==> src/rtl/multicycle_control.sv <==
// Multicycle MIPS-style control FSM (fetch/decode/mem/exec/branch/jump).
// Optional build macro MULTICYCLE_JUMP_EN enables the JUMP state for opcode 000010.
module multicycle_control (
  input  logic       clk,
  input  logic       reset,
  input  logic [5:0] Op,
  input  logic       MemReady,
  output logic       PCWrite,
  output logic       PCWriteCond,
  output logic       IorD,
  output logic       MemRead,
  output logic       MemWrite,
  output logic       MemtoReg,
  output logic       IRWrite,
  output logic       ALUSrcA,
  output logic       RegWrite,
  output logic       RegDst,
  output logic [1:0] PCSource,
  output logic [1:0] ALUOp,
  output logic [1:0] ALUSrcB,
  output logic       IllegalOp,
  output logic [3:0] State
);

  typedef enum logic [3:0] {
    FETCH  = 4'd0,
    DECODE = 4'd1,
    MEMADR = 4'd2,
    MEMRD  = 4'd3,
    MEMWB  = 4'd4,
    MEMWR  = 4'd5,
    EXEC   = 4'd6,
    RWB    = 4'd7,
    BRANCH = 4'd8,
    JUMP   = 4'd9
  } state_t;

  localparam logic [5:0] OP_RTYPE = 6'b000000;
  localparam logic [5:0] OP_LW    = 6'b100011;
  localparam logic [5:0] OP_SW    = 6'b101011;
  localparam logic [5:0] OP_BEQ   = 6'b000100;
  localparam logic [5:0] OP_J     = 6'b000010;

`ifdef MULTICYCLE_JUMP_EN
  localparam logic JUMP_EN = 1'b1;
`else
  localparam logic JUMP_EN = 1'b0;
`endif

  state_t state;
  state_t state_next;
  logic   op_illegal;

  always_comb begin
    state_next = FETCH;
    op_illegal = 1'b0;
    case (state)
      FETCH:  state_next = MemReady ? DECODE : FETCH;
      DECODE: begin
        if (Op == OP_LW || Op == OP_SW) begin
          state_next = MEMADR;
        end else if (Op == OP_RTYPE) begin
          state_next = EXEC;
        end else if (Op == OP_BEQ) begin
          state_next = BRANCH;
        end else if (Op == OP_J && JUMP_EN) begin
          state_next = JUMP;
        end else begin
          state_next = FETCH;
          op_illegal = 1'b1;
        end
      end
      // An opcode that changed to neither lw nor sw here is abandoned back to FETCH.
      MEMADR: begin
        if (Op == OP_LW)      state_next = MEMRD;
        else if (Op == OP_SW) state_next = MEMWR;
        else                  state_next = FETCH;
      end
      MEMRD:  state_next = MemReady ? MEMWB : MEMRD;
      MEMWR:  state_next = MemReady ? FETCH : MEMWR;
      EXEC:   state_next = RWB;
      default: state_next = FETCH;
    endcase
  end

  always_ff @(posedge clk) begin
    if (reset) state <= FETCH;
    else       state <= state_next;
  end

  always_comb begin
    PCWrite     = 1'b0;
    PCWriteCond = 1'b0;
    IorD        = 1'b0;
    MemRead     = 1'b0;
    MemWrite    = 1'b0;
    MemtoReg    = 1'b0;
    IRWrite     = 1'b0;
    ALUSrcA     = 1'b0;
    RegWrite    = 1'b0;
    RegDst      = 1'b0;
    PCSource    = '0;
    ALUOp       = '0;
    ALUSrcB     = '0;
    case (state)
      FETCH: begin
        MemRead = 1'b1;
        ALUSrcB = 2'b01;
        IRWrite = MemReady;
        PCWrite = MemReady;
      end
      DECODE: ALUSrcB = 2'b11;
      MEMADR: begin
        ALUSrcA = 1'b1;
        ALUSrcB = 2'b10;
      end
      MEMRD: begin
        MemRead = 1'b1;
        IorD    = 1'b1;
      end
      MEMWR: begin
        MemWrite = 1'b1;
        IorD     = 1'b1;
      end
      MEMWB: begin
        RegWrite = 1'b1;
        MemtoReg = 1'b1;
      end
      EXEC: begin
        ALUSrcA = 1'b1;
        ALUOp   = 2'b10;
      end
      RWB: begin
        RegWrite = 1'b1;
        RegDst   = 1'b1;
      end
      BRANCH: begin
        ALUSrcA     = 1'b1;
        ALUOp       = 2'b01;
        PCWriteCond = 1'b1;
        PCSource    = 2'b01;
      end
      JUMP: begin
        PCWrite  = 1'b1;
        PCSource = 2'b10;
      end
      default: ;
    endcase
    // Strobes that change architectural state are suppressed during reset.
    if (reset) begin
      PCWrite     = 1'b0;
      PCWriteCond = 1'b0;
      MemRead     = 1'b0;
      MemWrite    = 1'b0;
      IRWrite     = 1'b0;
      RegWrite    = 1'b0;
    end
  end

  assign IllegalOp = (state == DECODE) && op_illegal && !reset;
  assign State     = state;

endmodule
==> config.mk <==
export PLATFORM = sky130hd
export DESIGN_NAME = multicycle_control
export DESIGN_NICKNAME = d
export VERILOG_FILES = /design/src/rtl/multicycle_control.sv
export SDC_FILE = /design/constraint.sdc
export NUM_CORES = 1
export LEC_CHECK = 0
export ABC_AREA = 1
export BUFFER_PORTS_ARGS = -buffer_cell sky130_fd_sc_hd__buf_2
export CAP_MARGIN = 10
export CELL_PAD_IN_SITES_DETAIL_PLACEMENT = 0
export CELL_PAD_IN_SITES_GLOBAL_PLACEMENT = 1
export CORE_MARGIN = 8
export CORE_UTILIZATION = 24
export DETAILED_ROUTE_END_ITERATION = 8
export GPL_TIMING_DRIVEN = 0
export PLACE_DENSITY = 0.73
export SYNTH_ARGS = -nofsm -noshare
export SYNTH_HDL_FRONTEND = slang
export SYNTH_SLANG_ARGS = --single-unit
==> constraint.sdc <==
create_clock -name clk -period 1.3 [get_ports clk]
set_input_delay 0.065 -clock clk [delete_from_list [all_inputs] [get_ports clk]]
set_output_delay 0.065 -clock clk [all_outputs]
set_load 0.05 [all_outputs]
==> results_dict.tcl <==
set metrics [dict create \
    clkSinkCount 4 \
    sequential_cell_area_um2 95.1 \
    dieWidth_um 60.3 \
    final.period_utilization_pct 105 \
    finalSetupTns_ns -0.323 \
    maximum_number_of_pins_on_one_net_before_global_route_repair 10 \
    detail_route.drc_violations 0 \
    synth_cell_types 18 \
    timing.final.setup_violations 7 \
    layout.cells.most_common "sky130_fd_sc_hd__buf_6" \
    timing.final.crit_period_ns 1.37 \
    synthToLayoutAreaGrowth_pct 130 \
    cts_tree "done" \
    crit_path_max_fanout 4 \
    overflow 0 \
    syn-instance-count 89 \
    number_of_flip_flops_under_the_largest_register_name 4 \
    io_pins 30 \
    global_route_wire_length_before_repair_um 2660 \
    synth_register_bits 4 \
    ant_nets 0 \
    pre_repair_dr_iteration_count 4 \
    final_weighted_congestion_in_routability_driven_placement 0.786 \
    multi_input_comb_area_um2 509 \
    finalNetCount 142 \
    worst_ir_drop_vdd_v 0.000224 \
    final-max-slew-violation-count 0 \
    worst-setup-path-type "register to output port" \
    regToRegSetupSlack_ns 0.10 \
    final.fill_count 178 \
    critPathLaunchType "register" \
    final_util_pct 57.0 \
    crit_path_end_kind "output port" \
    worstSkewPairLatency_ns 0.24 \
    die_span_y_um 60.3 \
    floorplan.initialDensity_pct 24.8 \
    failed_checks "setup timing" \
    worst_ep_arrival_time_ns 1.30 \
    total_number_of_vias 686 \
    fin_skew_ns 0.00757 \
    max-cap-violations 0 \
    antenna-diode-count 0 \
    p_leak_nw 0.536 \
    hold_class "input port to register" \
    cts_max_path_buffers 2 \
    wl_per_cell_um 11.6 \
    floorplan.core_area_um2 1900 \
    clkTransAtPathRegs_ns 0.04 \
    track_usage_pct 10.0 \
    synth.avg_cell_area_um2 5.30 \
    worstMarginPinSlew_ns 0.776 \
    detailedRoute.firstIterationViolations 13 \
    number_of_cts_inserted_buffers 3 \
    dp_hpwl_um 1350 \
    outcome "complete, but fails checks" \
    most_frequent_cells_in_the_layout "14 x sky130_fd_sc_hd__buf_6, 13 x sky130_fd_sc_hd__nand2_1, 12 x sky130_fd_sc_hd__buf_2" \
    max_freq_mhz 731 \
    drive_above_1_share_pct 64.9 \
    postRouteWirelength_um 1830 \
    cellPowerDensity_nw_per_um2 414 \
    synth-warning-count 0 \
    holdBufCountCts 0 \
    final-hold-violation-count 0 \
    vias_in_the_first_global_route 613 \
    slew-limit-headroom_pct 48.2 \
    rows 16 \
    antenna_found_initial 0 \
    htree_levels 1 \
    seq_area_frac_synth_pct 17.0 \
    port-buffer-count 28 \
    design.die.area_um2 3640 \
    rsz0062_at_grt "true" \
    final_worst_setup_slack_ns -0.0671 \
    required_ns 1.24 \
    syn_area_um2 472 \
    via_per_instance_ratio 4.34 \
    clockRootBuffer "sky130_fd_sc_hd__clkbuf_4" \
    syn_nets 98 \
]
-- logic make-up (layout without fill, tap and decap cells) --
family / count (synthesis) / in the layout / share of synthesized area, %
flops: 4 / 4 / 17.0
buf+inv: 18 / 60 / 14.3
compound gates: 5 / 5 / 5.30
simple gates: 62 / 62 / 63.4
-- what timing repair did --
action	in CTS	in global routing
pin swaps	5	8
endpoints found under the setup margin	13	17
buffers inserted	6	5
resized for setup	33	24
-- synth_stat cells --
library cell,number,area [µm²]
sky130_fd_sc_hd__buf_1,1,3.75
sky130_fd_sc_hd__nand2_1,18,67.6
sky130_fd_sc_hd__and2_1,1,6.26
sky130_fd_sc_hd__nand2_2,3,18.8
sky130_fd_sc_hd__a21oi_1,3,15.0
sky130_fd_sc_hd__nor4_1,1,6.26
sky130_fd_sc_hd__nor3_1,4,20.0
sky130_fd_sc_hd__nand3b_1,1,7.51
sky130_fd_sc_hd__nand3_1,7,35.0
sky130_fd_sc_hd__inv_2,3,11.3
sky130_fd_sc_hd__nand3_2,1,10.0
sky130_fd_sc_hd__nor2_1,20,75.1
sky130_fd_sc_hd__o21ai_0,2,10.0
sky130_fd_sc_hd__nand2_4,1,11.3
sky130_fd_sc_hd__nor2_2,3,18.8
sky130_fd_sc_hd__inv_1,14,52.6
sky130_fd_sc_hd__nor2_4,2,22.5
sky130_fd_sc_hd__dfxtp_1,4,80.1
-- stage by stage --
step	hold WS, ns	cell area, µm²	instances	worst slack [ns]	total power, W
2_1_floorplan	0.133	607	89	-0.271	0.000227
4_1_cts	0.0494	960	153	-0.0947	0.000443
3_3_place_gp	0.297	781	144	-0.0319	0.000262
5_1_grt	0.0462	1080	158	-0.133	0.000479
6_report	0.0576	1080	158	-0.0671	0.000449
3_5_place_dp	0.294	781	144	-0.0347	0.000263
-- routing by layer --
layer	vias to the layer above	wire length, µm	track usage (%)
met5	-	0	0
met4	0	44	8.16
met3	4	132	2.12
met2	25	964	17.8
met1	295	689	9.77
li1	362	-	-
-- critical path, stage by stage (launching register included) --
cell                      delay [ns]
sky130_fd_sc_hd__dfxtp_4        0.37
sky130_fd_sc_hd__inv_4          0.11
sky130_fd_sc_hd__nand2_8        0.08
sky130_fd_sc_hd__nor2_4         0.12
sky130_fd_sc_hd__nand2_4        0.08
sky130_fd_sc_hd__a21oi_4        0.13
sky130_fd_sc_hd__buf_6          0.18
-- worst paths after layout --
| kind | startpoint | endpoint | cells after the start |
|---|---|---|---|
| worst max-delay path | State[0] | PCWrite | 6 |
| worst min-delay path | Op[3] | State[3] | 2 |
| worst max register to register | State[1] | State[2] | 7 |
| worst min register to register | State[0] | State[3] | 4 |
-- area by class of cell --
type	count	area share, %
multi-input cells	67	47.0
inverters	17	7.51
clock buffers	3	2.08
flip-flops and latches	4	8.78
plain buffers	1	0.346
repair buffers	39	31.2
well taps	27	3.12
-- where the power goes --
group / switching (W) / internal, W
logic: 0.000111 / 0.0000579
registers: 0.00000542 / 0.000119
clock network: 0.0000521 / 0.000103
total: 0.000169 / 0.000280
Power figures use the tool's default switching activity.
